## config.mk

```make
export PLATFORM = sky130hd
export DESIGN_NAME = fe_req_ctrl_flat
export DESIGN_NICKNAME = d
export VERILOG_FILES = /design/src/rtl/fe_req_pkg.sv /design/src/rtl/fe_req_ctrl_if.sv /design/src/rtl/fe_req_chan.sv /design/src/rtl/fe_req_ctrl.sv /design/src/flat_wrapper.sv
export SDC_FILE = /design/constraint.sdc
export NUM_CORES = 1
export LEC_CHECK = 0
export CORE_ASPECT_RATIO = 1.1
export CORE_MARGIN = 2
export CORE_UTILIZATION = 40
export CTS_BUF_LIST = sky130_fd_sc_hd__clkbuf_8
export DETAILED_ROUTE_END_ITERATION = 10
export HOLD_SLACK_MARGIN = 0.05
export PLACE_DENSITY_LB_ADDON = 0.05
export SYNTH_ARGS = -nofsm -noshare
export SYNTH_HDL_FRONTEND = slang
export SYNTH_SLANG_ARGS = --single-unit
```

## constraint.sdc

```tcl
create_clock -name clk -period 4.4 [get_ports clk]
set_input_delay 0.88 -clock clk [delete_from_list [all_inputs] [get_ports clk]]
set_output_delay 0.88 -clock clk [all_outputs]
set_load 0.02 [all_outputs]
```

## src/rtl/fe_req_pkg.sv

```systemverilog
// Shared register map and helpers for the front-end request controller.
package fe_req_pkg;

  typedef enum logic [1:0] {
    REG_PEND    = 2'd0,
    REG_ACK     = 2'd1,
    REG_ENABLE  = 2'd2,
    REG_HIGHEST = 2'd3
  } reg_addr_e;

  localparam int MAX_CHAN          = 32;
  localparam int HIGHEST_VALID_BIT = 31;

  // Lowest-numbered active channel in [4:0], "any active" flag in bit 31.
  function automatic logic [31:0] highest_word(input logic [MAX_CHAN-1:0] act);
    logic [4:0]  idx;
    logic [31:0] word;
    idx = '0;
    for (int i = MAX_CHAN - 1; i >= 0; i--) begin
      if (act[i]) idx = 5'(i);
    end
    word                    = '0;
    word[HIGHEST_VALID_BIT] = |act;
    word[4:0]               = idx;
    return word;
  endfunction

endpackage

```

## src/rtl/fe_req_ctrl_if.sv

```systemverilog
// Avalon-MM slave bus carrying HPS accesses to the request controller.
interface fe_req_ctrl_if;
  logic [1:0]  avs_address;
  logic        avs_read;
  logic        avs_write;
  logic [31:0] avs_writedata;
  logic [31:0] avs_readdata;

  modport slave (
    input  avs_address, avs_read, avs_write, avs_writedata,
    output avs_readdata
  );

  modport master (
    output avs_address, avs_read, avs_write, avs_writedata,
    input  avs_readdata
  );
endinterface

```

## src/rtl/fe_req_chan.sv

```systemverilog
// One request channel: synchroniser, level/edge detect, sticky pending and
// LED pulse stretcher.
module fe_req_chan #(
  parameter int SYNC_STAGES = 2,
  parameter int STRETCH_W   = 20,
  parameter bit EDGE        = 1'b0
) (
  input  logic clk,
  input  logic reset_n,
  input  logic rq_i,
  input  logic clr_i,
  output logic pending_o,
  output logic led_o
);

  logic [SYNC_STAGES-1:0] sync_q, sync_d;
  logic                   prev_q;
  logic                   pend_q, pend_d;
  logic [STRETCH_W-1:0]   cnt_q, cnt_d;
  logic                   s;
  logic                   set;

  always_comb begin
    sync_d = {sync_q[SYNC_STAGES-2:0], rq_i};
    s      = sync_q[SYNC_STAGES-1];
    set    = EDGE ? (s & ~prev_q) : s;
    // A new set outranks a same-cycle acknowledge.
    pend_d = set | (pend_q & ~clr_i);
    if (s)                cnt_d = '1;
    else if (cnt_q != '0) cnt_d = cnt_q - STRETCH_W'(1);
    else                  cnt_d = cnt_q;
  end

  always_ff @(posedge clk or negedge reset_n) begin
    if (!reset_n) begin
      sync_q <= '0;
      prev_q <= 1'b0;
      pend_q <= 1'b0;
      cnt_q  <= '0;
    end else begin
      sync_q <= sync_d;
      prev_q <= s;
      pend_q <= pend_d;
      cnt_q  <= cnt_d;
    end
  end

  assign pending_o = pend_q;
  assign led_o     = (cnt_q != '0);

endmodule

```

## src/rtl/fe_req_ctrl.sv

```systemverilog
// Front-end request controller: NCHAN sticky request channels behind an
// Avalon-MM register block, with masked request word and interrupt.
module fe_req_ctrl
  import fe_req_pkg::*;
#(
  parameter int          NCHAN       = 3,
  parameter int          SYNC_STAGES = 2,
  parameter logic [31:0] EDGE_MASK   = 32'h0,
  parameter int          STRETCH_W   = 20
) (
  input  logic             clk,
  input  logic             reset_n,
  input  logic [NCHAN-1:0] rq_in,
  output logic [31:0]      fe_req,
  output logic             irq,
  output logic [NCHAN-1:0] led,
  fe_req_ctrl_if.slave     avs
);

  logic [NCHAN-1:0] pend;
  logic [NCHAN-1:0] clr;
  logic [NCHAN-1:0] en_q, en_d;
  logic             irq_q, irq_d;
  logic [31:0]      rdata_q, rdata_d;
  logic [31:0]      pend_ext, en_ext, act_ext;
  reg_addr_e        addr;
  logic             unused_wdata;

  for (genvar g = 0; g < NCHAN; g++) begin : g_chan
    fe_req_chan #(
      .SYNC_STAGES (SYNC_STAGES),
      .STRETCH_W   (STRETCH_W),
      .EDGE        (EDGE_MASK[g])
    ) u_chan (
      .clk       (clk),
      .reset_n   (reset_n),
      .rq_i      (rq_in[g]),
      .clr_i     (clr[g]),
      .pending_o (pend[g]),
      .led_o     (led[g])
    );
  end

  assign addr         = reg_addr_e'(avs.avs_address);
  assign unused_wdata = ^avs.avs_writedata;

  always_comb begin
    pend_ext             = '0;
    pend_ext[NCHAN-1:0]  = pend;
    en_ext               = '0;
    en_ext[NCHAN-1:0]    = en_q;
    act_ext              = pend_ext & en_ext;
    irq_d                = |act_ext;

    clr  = '0;
    en_d = en_q;
    if (avs.avs_write) begin
      if (addr == REG_ACK)    clr  = avs.avs_writedata[NCHAN-1:0];
      if (addr == REG_ENABLE) en_d = avs.avs_writedata[NCHAN-1:0];
    end

    // Readdata reflects pre-edge state and holds between reads.
    rdata_d = rdata_q;
    if (avs.avs_read) begin
      case (addr)
        REG_PEND:    rdata_d = pend_ext;
        REG_ACK:     rdata_d = '0;
        REG_ENABLE:  rdata_d = en_ext;
        REG_HIGHEST: rdata_d = highest_word(act_ext);
        default:     rdata_d = '0;
      endcase
    end
  end

  always_ff @(posedge clk or negedge reset_n) begin
    if (!reset_n) begin
      en_q    <= '1;
      irq_q   <= 1'b0;
      rdata_q <= '0;
    end else begin
      en_q    <= en_d;
      irq_q   <= irq_d;
      rdata_q <= rdata_d;
    end
  end

  assign fe_req           = act_ext;
  assign irq              = irq_q;
  assign avs.avs_readdata = rdata_q;

endmodule

```

## src/flat_wrapper.sv

```systemverilog
// flat-port wrapper written by rule: the top's interface ports become plain ports
module fe_req_ctrl_flat import fe_req_pkg::*;
#(
  parameter int          NCHAN       = 3,
  parameter int          SYNC_STAGES = 2,
  parameter logic [31:0] EDGE_MASK   = 32'h0,
  parameter int          STRETCH_W   = 20
)
  (clk, reset_n, rq_in, fe_req, irq, led, avs_avs_address, avs_avs_read, avs_avs_write, avs_avs_writedata, avs_avs_readdata);
  fe_req_ctrl_if avs_i ();
  input  logic clk;
  input  logic reset_n;
  input  logic [NCHAN-1:0] rq_in;
  output logic [31:0] fe_req;
  output logic irq;
  output logic [NCHAN-1:0] led;
  input wire logic [$bits(avs_i.avs_address)-1:0] avs_avs_address;
  input wire logic [$bits(avs_i.avs_read)-1:0] avs_avs_read;
  input wire logic [$bits(avs_i.avs_write)-1:0] avs_avs_write;
  input wire logic [$bits(avs_i.avs_writedata)-1:0] avs_avs_writedata;
  output wire logic [$bits(avs_i.avs_readdata)-1:0] avs_avs_readdata;
  assign avs_i.avs_address = avs_avs_address;
  assign avs_i.avs_read = avs_avs_read;
  assign avs_i.avs_write = avs_avs_write;
  assign avs_i.avs_writedata = avs_avs_writedata;
  assign avs_avs_readdata = avs_i.avs_readdata;
  fe_req_ctrl #(.NCHAN(NCHAN), .SYNC_STAGES(SYNC_STAGES), .EDGE_MASK(EDGE_MASK), .STRETCH_W(STRETCH_W)) u_core (.clk(clk), .reset_n(reset_n), .rq_in(rq_in), .fe_req(fe_req), .irq(irq), .led(led), .avs(avs_i));
endmodule
```

Word-level counts from Yosys, hierarchy flattened

Index checks and enable logic that the tools add are counted.
Widths: inputs -> output; s select.

$add $sub $neg: 3
Equal/unequal tests: 3
Multiplexer cells: 41
Bitwise logic cells: 10
Reductions and logical operators: 9

Operators with widths:

| operator              | number |
|---|---|
| $mux 5                | 32 |
| $pmux 32 s4           | 1 |
| $mux 20               | 6 |
| $reduce_bool 20->1    | 3 |
| $sub 20x1->20 const B | 3 |
| $reduce_or 32->1      | 1 |
| $mux 3                | 2 |
| $reduce_bool 2->1     | 3 |
| $eq 2x2->1 const B    | 2 |
| $and 1x1->1           | 3 |
| $and 3x3->3           | 1 |
| $not 1->1             | 3 |
| $or 1x1->1            | 3 |
| $eq 2x1->1 const B    | 1 |
| $logic_not 2->1       | 1 |
| $reduce_and 2->1      | 1 |

Bits in registers: 105
Output and inout bits: 68
Word-level logic and storage cells: 78

Logic depth before layout (Yosys ltp)

Depth in word-level cells: 33
Depth in mapped cells: 8

Cells and area by module

Synthesis repeated with hierarchy kept, for this count alone.

Cells, all modules: 487
Area, all modules: 4,687.0 um^2

By module, submodules not included:

| module      | instances | cells an instance | area each (um^2) |
|---|---|---|---|
| fe_req_chan | 3         | 130               | 1,265.0 |
| fe_req_ctrl | 1         | 97                | 892.1 |

Worst setup path after synthesis

Ideal clock, no wire load.

Path kind: register to output
Start point: register u_core.g_chan[1].u_chan.cnt_q[16]
End point: output led[1]
Arrival: 1.885 ns
Setup slack: 1.635 ns
Cell stages (with the launch flop): 7
Cell sequence: dfrtp_1 > or4_1 > clkbuf_1 > nor4_4 > and2_2 > inv_2 > buf_4

Longest elaborated chain between the ends: 1

RTL lines:

| element                | line               | RTL |
|---|---|---|
| start, declared        | fe_req_chan.sv:19  | `logic [STRETCH_W-1:0] cnt_q, cnt_d;` |
| start signal, assigned | fe_req_chan.sv:44  | `cnt_q <= cnt_d;` |
| $reduce_bool 20->1     | fe_req_chan.sv:49  | `assign led_o = (cnt_q != '0);` |
| end, declared          | flat_wrapper.sv:16 | `output logic [NCHAN-1:0] led;` |

Every way passes these cells.

Worst setup path in the final report

Start point: register u_core.g_chan[0].u_chan.cnt_q[0]
End point: output led[0]

Longest elaborated chain between the ends: 1

RTL lines:

| element                | line |
|---|---|
| start, declared        | fe_req_chan.sv:19 |
| start signal, assigned | fe_req_chan.sv:44 |
| $reduce_bool 20->1     | fe_req_chan.sv:49 |

Every way passes these cells.

==> results by group <==
GRT
  • Initial antenna violation count: 0
  • Total grt overflow: 0
  • First-pass GRT wire length: 13.45 mm
  • Vias in the first global route: 2814
  • Largest net degree at the start of global routing: 78
  • Total track usage: 14.03%

Floorplan
  • Die width: 104.1 um
  • Die area: 11880 um^2
  • Initial cell density of the core: 40.61%
  • Die height: 114.1 um
  • Area of the core: 10860 um^2
  • Num rows: 40
  • # IOs: 109

Flow run
  • Max Cap Violations: 0

CTS
  • Max H-tree Level: 3
  • # clock sinks: 77
  • Maximum clock path buffer count: 2
  • CTS buffer count: 9
  • Post-CTS Hold Buffers: 0
  • Clk slew on worst S/H paths: 0.08 ns
  • Post-CTS sizing: 0
  • Worst skew pair latency: 0.35 ns
  • Root buffer cell: clkbuf_8
  • Postcts setup bufs: 0
  • TritonCTS clock tree: built

Yosys
  • Cell area after synthesis: 4410 um^2
  • Seq/Total Area, Yosys: 43.77%
  • Synth top area cells: dfrtp_1 42%, buf_4 10%, xnor2_1 4.6%, nand2b_1 4.4%, nor2_1 2.4%
  • Mapped Avg Cell Area: 9.845 um^2
  • Area leader, netlist: dfrtp_1
  • Yosys synthesis warning count: 0
  • Cells after Synth: 448
  • Top cell type's share of synthesized area: 41.99%
  • Post-synth ARST share: 100.0%
  • Netlist cell types: 58
  • Post-synth EDFFs: 0
  • FF+latch count, synth: 77
  • Top_reg_cell synth: dfrtp_1

Finish
  • Layout Nets: 516
  • Non-filler instance count after layout: 621
  • Finished Cell Area: 4740 um^2
  • Diode count: 0
  • Share of layout cells above drive strength 1: 8.861%
  • Area grow syn2layout: 7.461%

Min path
  • Hold WC Path Type: register to register
  • Hold Path Stages: 0
  • Hold endpoint: u_core.g_chan[0].u_chan.sync_q[1]
  • HP Start: u_core.g_chan[0].u_chan.sync_q[0]

Detailed routing
  • Vias per Instance: 4.812
  • DR WL/cell: 12.76 um
  • DRC viols: 0
  • Routed Antenna Nets: 0
  • Final Routed Wirelength: 7.926 mm
  • Pre-Repair DR Iteration Count: 4
  • DRT iter0 DRCs: 159
  • Vias: 2988

Timing
  • Hold Fails Final Rpt: 0
  • Crit share post-route: 83.55%
  • Max-slew headroom: 34.86%
  • Max Freq: 0.2720 GHz
  • Clock Skew: 0.01356 ns
  • Setup TNS: 0 ns
  • Slew Viols, Final: 0
  • Final setup fails: 0
  • Tmin final: 3.676 ns
  • Slew @ Worst Pin: 0.9771 ns
  • RSZ-0062 raised after global routing: no

Outcome
  • Outcome: completed

Pwr
  • PwrDens: 305.0 nW/um^2
  • Static leakage power: 1.688 nW
  • Maximum VDD drop: 0.0001257 V

Placed design
  • PortBufs: 22
  • Placed cells: 605
  • Detail Placement HPWL: 5.168 mm
  • RD Place Congestion: 0.7545
  • Placed inst area: 4552 um^2

Setup path
  • R2R cell count: 7
  • R2r startpoint: u_core.g_chan[0].u_chan.cnt_q[0]
  • Critical Path AT: 2.80 ns
  • Worst Path Required: 3.52 ns
  • Max FO, Critical Path: 6
  • Setup CP Type: register to primary output
  • Startpoint Class: register
  • Worst R2R Setup Slack: 1.90 ns
  • CP endpoint kind: primary output
  • Reg-to-Reg End: u_core.g_chan[0].u_chan.cnt_q[14]
==> per-layer routing <==
layer / GRT usage, % / vias up / part of all wire [%]
met5: 0 / - / 0
met4: 5.856 / 0 / 1.5
met3: 3.244 / 9 / 3.2
met2: 21.54 / 51 / 45
met1: 19.22 / 1437 / 50
li1: - / 1491 / -
==> sequential cells by signal, summed over array words and instances, names as in the netlist <==
| register | flops |
|---|---|
| u_core.en_q | 3 |
| u_core.g_chan.u_chan.sync_q | 6 |
| u_core.avs.avs_readdata | 4 |
| u_core.g_chan.u_chan.cnt_q | 60 |
| u_core.g_chan.u_chan.pending_o | 3 |
| u_core.irq | 1 |
==> cells in the final DEF, fill, tap and decap left out, types with 4 or more instances in the layout <==
master / count
nand2b_1: 31
and3_1: 4
mux2i_1: 10
nor3_1: 21
a31oi_1: 5
buf_4: 4
o31ai_1: 6
clkbuf_8: 10
nor2_1: 28
clkdlybuf4s50_1: 21
ha_1: 6
a21o_1: 9
a211oi_1: 4
o21ai_0: 9
nand2_1: 13
a21oi_1: 16
xnor2_1: 23
dfrtp_1: 74
nor4_1: 16
or4_1: 5
nand3_1: 6
inv_1: 17
nor2b_1: 7
nand4_1: 5
xor2_1: 6
conb_1: 57
mux2_2: 4
or3_1: 8
==> cells by family (layout without fill, tap and decap cells) <==
kind of cell | Yosys count | count (layout) | synth area share, %
AO/OA/AOI/OAI | 61 | 61 | 8.993
flip-flops | 77 | 77 | 43.77
AND/OR/NAND/NOR | 175 | 175 | 24.03
multiplexers | 14 | 14 | 3.291
XOR/XNOR | 29 | 29 | 5.759
adder cells (fa/ha/maj) | 6 | 6 | 1.702
other | 1 | 57 | 0.08502
buffers and inverters | 85 | 55 | 12.37
==> worst max-delay path, cell delays in order (launching register included) <==
cell and delay [ns]:
dfrtp_1 0.40, inv_1 0.12, ha_1 0.17, or3b_2 0.49, or2_2 0.35, nor2_2 0.30
inv_1 0.07, clkdlybuf4s50_1 0.54
==> cells in the mapped netlist (4+ instances only) <==
| master | number |
|---|---|
| clkbuf_1 | 9 |
| xnor2_1 | 23 |
| or4_1 | 5 |
| nand3_1 | 6 |
| a31oi_1 | 5 |
| buf_4 | 60 |
| nand4_1 | 5 |
| nand2b_1 | 31 |
| nor3_1 | 21 |
| or3_1 | 8 |
| a21o_1 | 9 |
| o31ai_1 | 6 |
| xor2_1 | 6 |
| a211oi_1 | 4 |
| a21oi_1 | 16 |
| mux2i_1 | 10 |
| nor2b_1 | 7 |
| and3_1 | 4 |
| mux2_2 | 4 |
| nor2_1 | 28 |
| dfrtp_1 | 74 |
| nor4_1 | 16 |
| o21ai_0 | 9 |
| inv_1 | 13 |
| ha_1 | 6 |
| nand2_1 | 13 |
==> cell type report <==
type / count / area (um^2)
Clock buffer: 10 / 137.6
Clock inverter: 6 / 50.05
Fill cell: 1082 / 6121
Inverter: 14 / 52.55
Multi-Input combinational cell: 342 / 2145
Sequential cell: 77 / 1931
Tap cell: 147 / 183.9
Timing Repair Buffer: 25 / 240.2
==> stage by stage <==
stage                     util, %  power, mW  hold WS [ns]  setup slack (ns)
after detailed placement    41.91     0.9385        0.3362             1.096
after global placement      41.91     0.9363        0.3333             1.096
after floorplan                 -     0.9125        0.3312             1.635
after CTS                   43.64      1.470        0.3378            0.6936
after global routing        43.64      1.515        0.3417            0.5362
final                       43.64      1.445        0.3361            0.7239
==> worst max-delay path by stage <==
stage,start,to,slack [ns],cells past startpoint
2_1_floorplan,u_core.g_chan[1].u_chan.cnt_q[16],led[1],1.64,6
3_3_place_gp,u_core.g_chan[0].u_chan.cnt_q[0],led[0],1.10,7
3_5_place_dp,u_core.g_chan[0].u_chan.cnt_q[0],led[0],1.10,7
4_1_cts,u_core.g_chan[0].u_chan.cnt_q[0],led[0],0.69,7
5_1_grt,u_core.g_chan[0].u_chan.cnt_q[0],led[0],0.54,7
6_report,u_core.g_chan[0].u_chan.cnt_q[0],led[0],0.72,7
==> power by group <==
group	leakage (nW)	internal [mW]	switching, mW
registers	0.724	0.733	0.0231
clock network	0.111	0.269	0.254
logic	0.853	0.0600	0.106
Power figures use the tool's default switching activity.
